### config.mk
export PLATFORM = sky130hd
export DESIGN_NAME = maze_game_controller_flat
export DESIGN_NICKNAME = d
export VERILOG_FILES = /design/src/rtl/maze_game_controller_if.sv /design/src/rtl/maze_game_controller.sv /design/src/flat_wrapper.sv
export SDC_FILE = /design/constraint.sdc
export NUM_CORES = 1
export LEC_CHECK = 0
export BUFFER_PORTS_ARGS = -buffer_cell sky130_fd_sc_hd__buf_2
export CAP_MARGIN = 10
export CORE_ASPECT_RATIO = 0.8
export CORE_MARGIN = 5
export CORE_UTILIZATION = 63
export DETAILED_ROUTE_END_ITERATION = 7
export GPL_TIMING_DRIVEN = 0
export PLACE_DENSITY = 0.85
export SLEW_MARGIN = 0
export SYNTH_ARGS = -nofsm -noshare
export SYNTH_HDL_FRONTEND = slang
export SYNTH_SLANG_ARGS = --single-unit
### constraint.sdc
create_clock -name clk -period 4.4 [get_ports clk]
set_input_delay 0.44 -clock clk [delete_from_list [all_inputs] [get_ports clk]]
set_output_delay 0.44 -clock clk [all_outputs]
set_load 0.05 [all_outputs]
### src/rtl/maze_game_controller_if.sv
// Maze loader handshake between the game sequencer and the maze store.
//   maze_load  : sequencer requests a load of maze `level`
//   level      : index of the maze to load (also the current game level)
//   maze_ready : loader reports the requested maze is in place
// master = sequencer side, slave = maze loader side.
interface maze_game_controller_if #(
   parameter int LVL_W = 2
);
   logic             maze_load;
   logic [LVL_W-1:0] level;
   logic             maze_ready;

   modport master (
      output maze_load,
      output level,
      input  maze_ready
   );

   modport slave (
      input  maze_load,
      input  level,
      output maze_ready
   );
endinterface

### src/rtl/maze_game_controller.sv
// Top-level game sequencer: steps through levels, requests maze loads,
// gates player movement, counts moves and runs the per-level countdown.
//
// Ports:
//   clk, rst_n      clock, synchronous active-low reset
//   start           level-sampled start/continue request
//   move            one-cycle move-attempt pulse
//   win             player is on the maze end cell
//   game_rst        one-cycle player-reset pulse (clears move count)
//   maze_bus        loader handshake (maze_load, level, maze_ready)
//   player_en       player movement enable
//   move_count      moves made this level (saturating)
//   time_left       seconds left in this level
//   state           FSM state encoding
//   game_won        all levels cleared
//   timeout         level timer expired
//
// state      | meaning
// -----------+----------------------------------------------------
// IDLE  (0)  | waiting for start, all flags low
// LOAD  (1)  | maze_load high until the loader answers maze_ready
// PLAY  (2)  | player enabled, timer running, moves counted
// LEVEL_DONE | (3) level cleared, display frozen for WIN_HOLD seconds
// GAME_DONE  | (4) last level cleared, game_won high until start
// TIMEOUT(5) | timer expired, timeout high until start retries level
module maze_game_controller #(
   parameter int NUM_LEVELS = 4,
   parameter int LVL_W      = 2,
   parameter int CLK_DIV    = 100000000,
   parameter int TIME_LIMIT = 99,
   parameter int WIN_HOLD   = 2,
   parameter int CNT_W      = 10
) (
   input  logic                   clk,
   input  logic                   rst_n,
   input  logic                   start,
   input  logic                   move,
   input  logic                   win,
   input  logic                   game_rst,
   maze_game_controller_if.master maze_bus,
   output logic                   player_en,
   output logic [CNT_W-1:0]       move_count,
   output logic [6:0]             time_left,
   output logic [2:0]             state,
   output logic                   game_won,
   output logic                   timeout
);

   typedef enum logic [2:0] {
      S_IDLE       = 3'd0,
      S_LOAD       = 3'd1,
      S_PLAY       = 3'd2,
      S_LEVEL_DONE = 3'd3,
      S_GAME_DONE  = 3'd4,
      S_TIMEOUT    = 3'd5
   } state_e;

   localparam int PRE_W  = (CLK_DIV > 1) ? $clog2(CLK_DIV) : 1;
   localparam int HOLD_W = (WIN_HOLD > 1) ? $clog2(WIN_HOLD) : 1;
   localparam logic [PRE_W-1:0]  PRE_MAX   = PRE_W'(CLK_DIV - 1);
   localparam logic [HOLD_W-1:0] HOLD_INIT = HOLD_W'(WIN_HOLD - 1);
   localparam logic [6:0]        TL_INIT   = 7'(TIME_LIMIT);
   localparam logic [LVL_W-1:0]  LVL_LAST  = LVL_W'(NUM_LEVELS - 1);

   state_e            state_q;
   logic [LVL_W-1:0]  level_q;
   logic              maze_load_q;
   logic [PRE_W-1:0]  presc_q;
   logic [HOLD_W-1:0] hold_q;
   logic              presc_wrap;

   assign presc_wrap = (presc_q == PRE_MAX);
   assign state      = state_q;
   assign maze_bus.level = level_q;
   // Reset gates the request combinationally so the loader sees it drop at
   // once, without waiting for the next edge.
   assign maze_bus.maze_load = maze_load_q & rst_n;

   always_ff @(posedge clk) begin
      if (!rst_n) begin
         state_q     <= S_IDLE;
         level_q     <= '0;
         maze_load_q <= 1'b0;
         player_en   <= 1'b0;
         move_count  <= '0;
         time_left   <= TL_INIT;
         game_won    <= 1'b0;
         timeout     <= 1'b0;
         presc_q     <= '0;
         hold_q      <= '0;
      end else begin
         case (state_q)
            S_IDLE: begin
               if (start) begin
                  state_q     <= S_LOAD;
                  maze_load_q <= 1'b1;
               end
            end
            S_LOAD: begin
               if (maze_bus.maze_ready) begin
                  state_q     <= S_PLAY;
                  maze_load_q <= 1'b0;
                  player_en   <= 1'b1;
                  move_count  <= '0;
                  time_left   <= TL_INIT;
                  presc_q     <= '0;
               end
            end
            S_PLAY: begin
               // Clear beats a coincident move; a move alongside win still counts.
               if (game_rst)
                  move_count <= '0;
               else if (move && (move_count != '1))
                  move_count <= move_count + 1'b1;

               // Win outranks a timer expiry falling on the same cycle.
               if (win) begin
                  state_q   <= S_LEVEL_DONE;
                  player_en <= 1'b0;
                  presc_q   <= '0;
                  hold_q    <= HOLD_INIT;
               end else if (presc_wrap) begin
                  presc_q   <= '0;
                  time_left <= time_left - 1'b1;
                  if (time_left == 7'd1) begin
                     state_q   <= S_TIMEOUT;
                     player_en <= 1'b0;
                     timeout   <= 1'b1;
                  end
               end else begin
                  presc_q <= presc_q + 1'b1;
               end
            end
            S_LEVEL_DONE: begin
               if (presc_wrap) begin
                  presc_q <= '0;
                  if (hold_q == '0) begin
                     if (level_q == LVL_LAST) begin
                        state_q  <= S_GAME_DONE;
                        game_won <= 1'b1;
                     end else begin
                        level_q     <= level_q + 1'b1;
                        state_q     <= S_LOAD;
                        maze_load_q <= 1'b1;
                     end
                  end else begin
                     hold_q <= hold_q - 1'b1;
                  end
               end else begin
                  presc_q <= presc_q + 1'b1;
               end
            end
            S_GAME_DONE: begin
               if (start) begin
                  level_q     <= '0;
                  game_won    <= 1'b0;
                  state_q     <= S_LOAD;
                  maze_load_q <= 1'b1;
               end
            end
            S_TIMEOUT: begin
               if (start) begin
                  timeout     <= 1'b0;
                  state_q     <= S_LOAD;
                  maze_load_q <= 1'b1;
               end
            end
            default: begin
               state_q     <= S_IDLE;
               maze_load_q <= 1'b0;
               player_en   <= 1'b0;
               game_won    <= 1'b0;
               timeout     <= 1'b0;
            end
         endcase
      end
   end

endmodule

### src/flat_wrapper.sv
// flat-port wrapper written by rule: the top's interface ports become plain ports
module maze_game_controller_flat 
#(
   parameter int NUM_LEVELS = 4,
   parameter int LVL_W      = 2,
   parameter int CLK_DIV    = 100000000,
   parameter int TIME_LIMIT = 99,
   parameter int WIN_HOLD   = 2,
   parameter int CNT_W      = 10
)
  (clk, rst_n, start, move, win, game_rst, player_en, move_count, time_left, state, game_won, timeout, maze_bus_maze_load, maze_bus_level, maze_bus_maze_ready);
  maze_game_controller_if #(.LVL_W(LVL_W)) maze_bus_i ();
  input  logic clk;
  input  logic rst_n;
  input  logic start;
  input  logic move;
  input  logic win;
  input  logic game_rst;
  output logic player_en;
  output logic [CNT_W-1:0] move_count;
  output logic [6:0] time_left;
  output logic [2:0] state;
  output logic game_won;
  output logic timeout;
  output wire logic [$bits(maze_bus_i.maze_load)-1:0] maze_bus_maze_load;
  output wire logic [$bits(maze_bus_i.level)-1:0] maze_bus_level;
  input wire logic [$bits(maze_bus_i.maze_ready)-1:0] maze_bus_maze_ready;
  assign maze_bus_maze_load = maze_bus_i.maze_load;
  assign maze_bus_level = maze_bus_i.level;
  assign maze_bus_i.maze_ready = maze_bus_maze_ready;
  maze_game_controller #(.NUM_LEVELS(NUM_LEVELS), .LVL_W(LVL_W), .CLK_DIV(CLK_DIV), .TIME_LIMIT(TIME_LIMIT), .WIN_HOLD(WIN_HOLD), .CNT_W(CNT_W)) u_core (.clk(clk), .rst_n(rst_n), .start(start), .move(move), .win(win), .game_rst(game_rst), .maze_bus(maze_bus_i), .player_en(player_en), .move_count(move_count), .time_left(time_left), .state(state), .game_won(game_won), .timeout(timeout));
endmodule
==> impl_metrics.yaml <==
run_status:
  status: "finished, final reports clean"
synthesis:
  synthesis.nets: 378
  synth-simple-area-share: 0.315
  syn-cell-area_mm2: 0.00301
  async_flop_share: 0
  ys_warn_count: 0
  synth_flop_cell: "dfxtp_1"
  yosys.area_share.xor_xnor: 0.0407
  synth_top_family_by_area: "simple AND/OR/NAND/NOR gates"
  synthAdderAreaFrac: 0.0208
  yosysSeqAreaShare: 0.359
  synth_largest_area_cell: "dfxtp_1"
  syn_area_per_cell_um2: 8.24
  ys_ff_latch: 54
  ys_top_cells_by_count: "dfxtp_1 (54), nand2_1 (37), nor2_1 (34)"
  yosys.cell_count.top_type: "dfxtp_1"
  synth_edf_count: 0
  synthTopCellsByArea: "dfxtp_1 (36%), a21oi_1 (4.6%), nand2_1 (4.6%), nor2_1 (4.2%), xor2_1 (3.8%)"
  synth_compound_area_frac: 0.201
  synth_cell_type_count: 57
  synth_mux_area_frac: 0.0237
  syn_inst: 366
  synth_top_area_frac: 0.359
routing:
  dr.pass1.iters: 4
  wl_per_cell_um: 15.5
  routed_via_density: 6.18
  drtIter0Drc: 319
  num_vias: 2881
  drc: 0
  ant_nets: 0
  wl_mm: 7.23
pwr:
  p_sw_frac: 0.442
  seqPwrFrac: 0.402
  ir_worst_vdd_mv: 0.353
  power_switching_mw: 0.638
  power.internal_mw: 0.805
  powerDensity_mw_per_mm2: 431
  power_frac_comb: 0.389
  power_frac_clock: 0.209
  power_leakage_nw: 1.23
placement:
  post-place-ws_ps: 2090
  routabilityCongestion: 0.922
  dp_hpwl_mm: 5.37
  dp_cells: 458
  io_buffers: 32
global_route:
  first_global_vias: 2484
  met2_usage: 0.344
  grt_max_degree: 20
  track_usage: 0.232
  met1_usage: 0.348
  top_usage_layer: "met1"
  grt.met3_usage: 0.0414
  antenna_found_initial: 0
  grt_pass1_wl_mm: 11.9
  overflow: 0
layout:
  syn_to_final_growth_pct: 11.0
  layout-drive-gt1-share: 0.148
  final_cells: 466
  nNetsFinal: 417
  fin_util: 0.728
  num_antenna_cells: 0
timing:
  tns_ps: 0
  fin_skew_ps: 13.1
  fmax_ghz: 0.422
  finalCritPeriodShare: 0.538
  rsz0062_at_grt: "false"
  finalMaxSlewViolations: 0
  maxSlewHeadroom: 0.524
  finalHoldViolCount: 0
  setup_slack_ps: 2030
  worst_pin_slew_ps: 709
  holdWs_ps: 488
  setup_violations: 0
  period_minus_slack_ps: 2370
worst_setup_path:
  crit_type: "register to register"
  r2r_start: "u_core.presc_q[0]"
  worstPathCellList: "ha_1 -> and4_1 -> and4_1 -> buf_4 -> a21boi_2 -> o21ai_0 -> clkbuf_1 -> nor2_1"
  r2r_slack_ps: 2030
  worst_path_max_delay_cell: "clkbuf_1"
  end_kind: "register"
  start_kind: "register"
  cpMostUsedCell: "and4_1"
  slowest_delay_ps: 460
  crit_required_ps: 4590
  cp.arrival_ps: 2560
  startpoint: "u_core.presc_q[0]"
  cp_max_fo: 10
floorplan:
  core_area_mm2: 0.00460
  rows: 22
  die_h_um: 71.9
  start_util: 0.656
  fp.dieW_um: 87.3
  dieArea_mm2: 0.00628
  ios: 33
clock_tree:
  postCtsSetupBuffers: 0
  clk_latency_ps: 320
  cts_resized: 0
  clock_path_buffers: 2
  cts_hold_buf: 0
  cts-root-buf: "clkbuf_8"
  cts_tree: "built"
  cts_buffers: 5
  path_clk_slew_ps: 110
  htree_levels: 2
  clock-sinks: 54
hold_path:
  hold_start: "u_core.presc_q[24]"
  min_path_type: "register to register"
flow_run:
  cap_violations: 0
==> cells by family after synthesis <==
logic type | count (synthesis)
buf+inv | 29
flops | 54
compound gates | 87
simple gates | 170
xor+xnor | 14
mux | 7
fa+ha+maj | 5
==> power by group through the flow <==
| stage | registers [mW] | logic [mW] | clock network, mW |
|---|---|---|---|
| 6_report | 0.579 | 0.561 | 0.302 |
| 2_1_floorplan | 0.668 | 0.328 | 0 |
| 3_3_place_gp | 0.587 | 0.537 | 0 |
| 3_5_place_dp | 0.589 | 0.549 | 0 |
| 4_1_cts | 0.577 | 0.554 | 0.303 |
| 5_1_grt | 0.587 | 0.611 | 0.327 |
==> layout make-up <==
type,count,area (µm²)
multi-input combinational,283,1810
fill,361,1250
sequential,54,1080
timing repair buffer,32,160
tap,60,75.1
buffer,16,72.6
clock buffer,5,68.8
inverter,13,48.8
clock inverter,3,28.8
==> layout by cell type, fill, tap and decap left out, types with 3 or more instances in the layout <==
master,Yosys,final
inv_1,13,13
and2_1,3,3
nand2b_1,3,3
nand2_1,37,37
nand3b_1,4,4
mux2i_1,6,6
nand3_1,21,21
dfxtp_1,54,54
or4_1,5,5
xor2_1,13,13
o21ai_0,20,20
buf_2,4,36
ha_1,5,5
o21ai_1,3,3
a311oi_1,6,6
or3_1,13,13
nor3_1,5,5
nor2b_1,4,4
clkbuf_8,0,5
and4_1,4,4
nand4_1,11,11
a21oi_1,28,28
o31ai_1,4,4
clkbuf_1,10,10
and3_1,11,11
nor2_1,34,34
==> critical path, delay by kind of cell, from the launching register on <==
| family | cells | cell delay, ps |
|---|---|---|
| compound gates | 2 | 310 |
| fa+ha+maj | 1 | 250 |
| buf+inv | 2 | 610 |
| flops | 1 | 430 |
| simple gates | 3 | 640 |
==> metrics by stage <==
| step | cell area [µm²] | power (mW) |
|---|---|---|
| finish | 3350 | 1.44 |
| CTS | 3350 | 1.43 |
| floorplan | 3010 | 0.996 |
| detailed placement | 3250 | 1.14 |
| global route | 3350 | 1.52 |
| global placement | 3250 | 1.12 |
==> worst paths after layout <==
| check | end | cells after the start |
|---|---|---|
| setup / recovery | u_core.presc_q[16] | 8 |
| setup reg to reg | u_core.presc_q[16] | 8 |
| hold / removal | u_core.presc_q[24] | 2 |
| hold reg to reg | u_core.presc_q[24] | 2 |
==> layer usage <==
metal,part of all wire,vias to the layer above,wire (µm)
li1,-,1431,-
met4,0.011,0,77
met2,0.44,98,3160
met1,0.48,1340,3450
met5,0,-,0
met3,0.074,12,535
==> state kept, by name, indices dropped and copies added, names as in the netlist <==
signal,count
u_core.presc_q,27
u_core.hold_q,1
u_core.state,3
u_core.maze_load_q,1
u_core.time_left,7
u_core.game_won,1
u_core.move_count,10
u_core.maze_bus.level,2
u_core.timeout,1
u_core.player_en,1
Note: power is estimated with default switching activity, not from simulation.
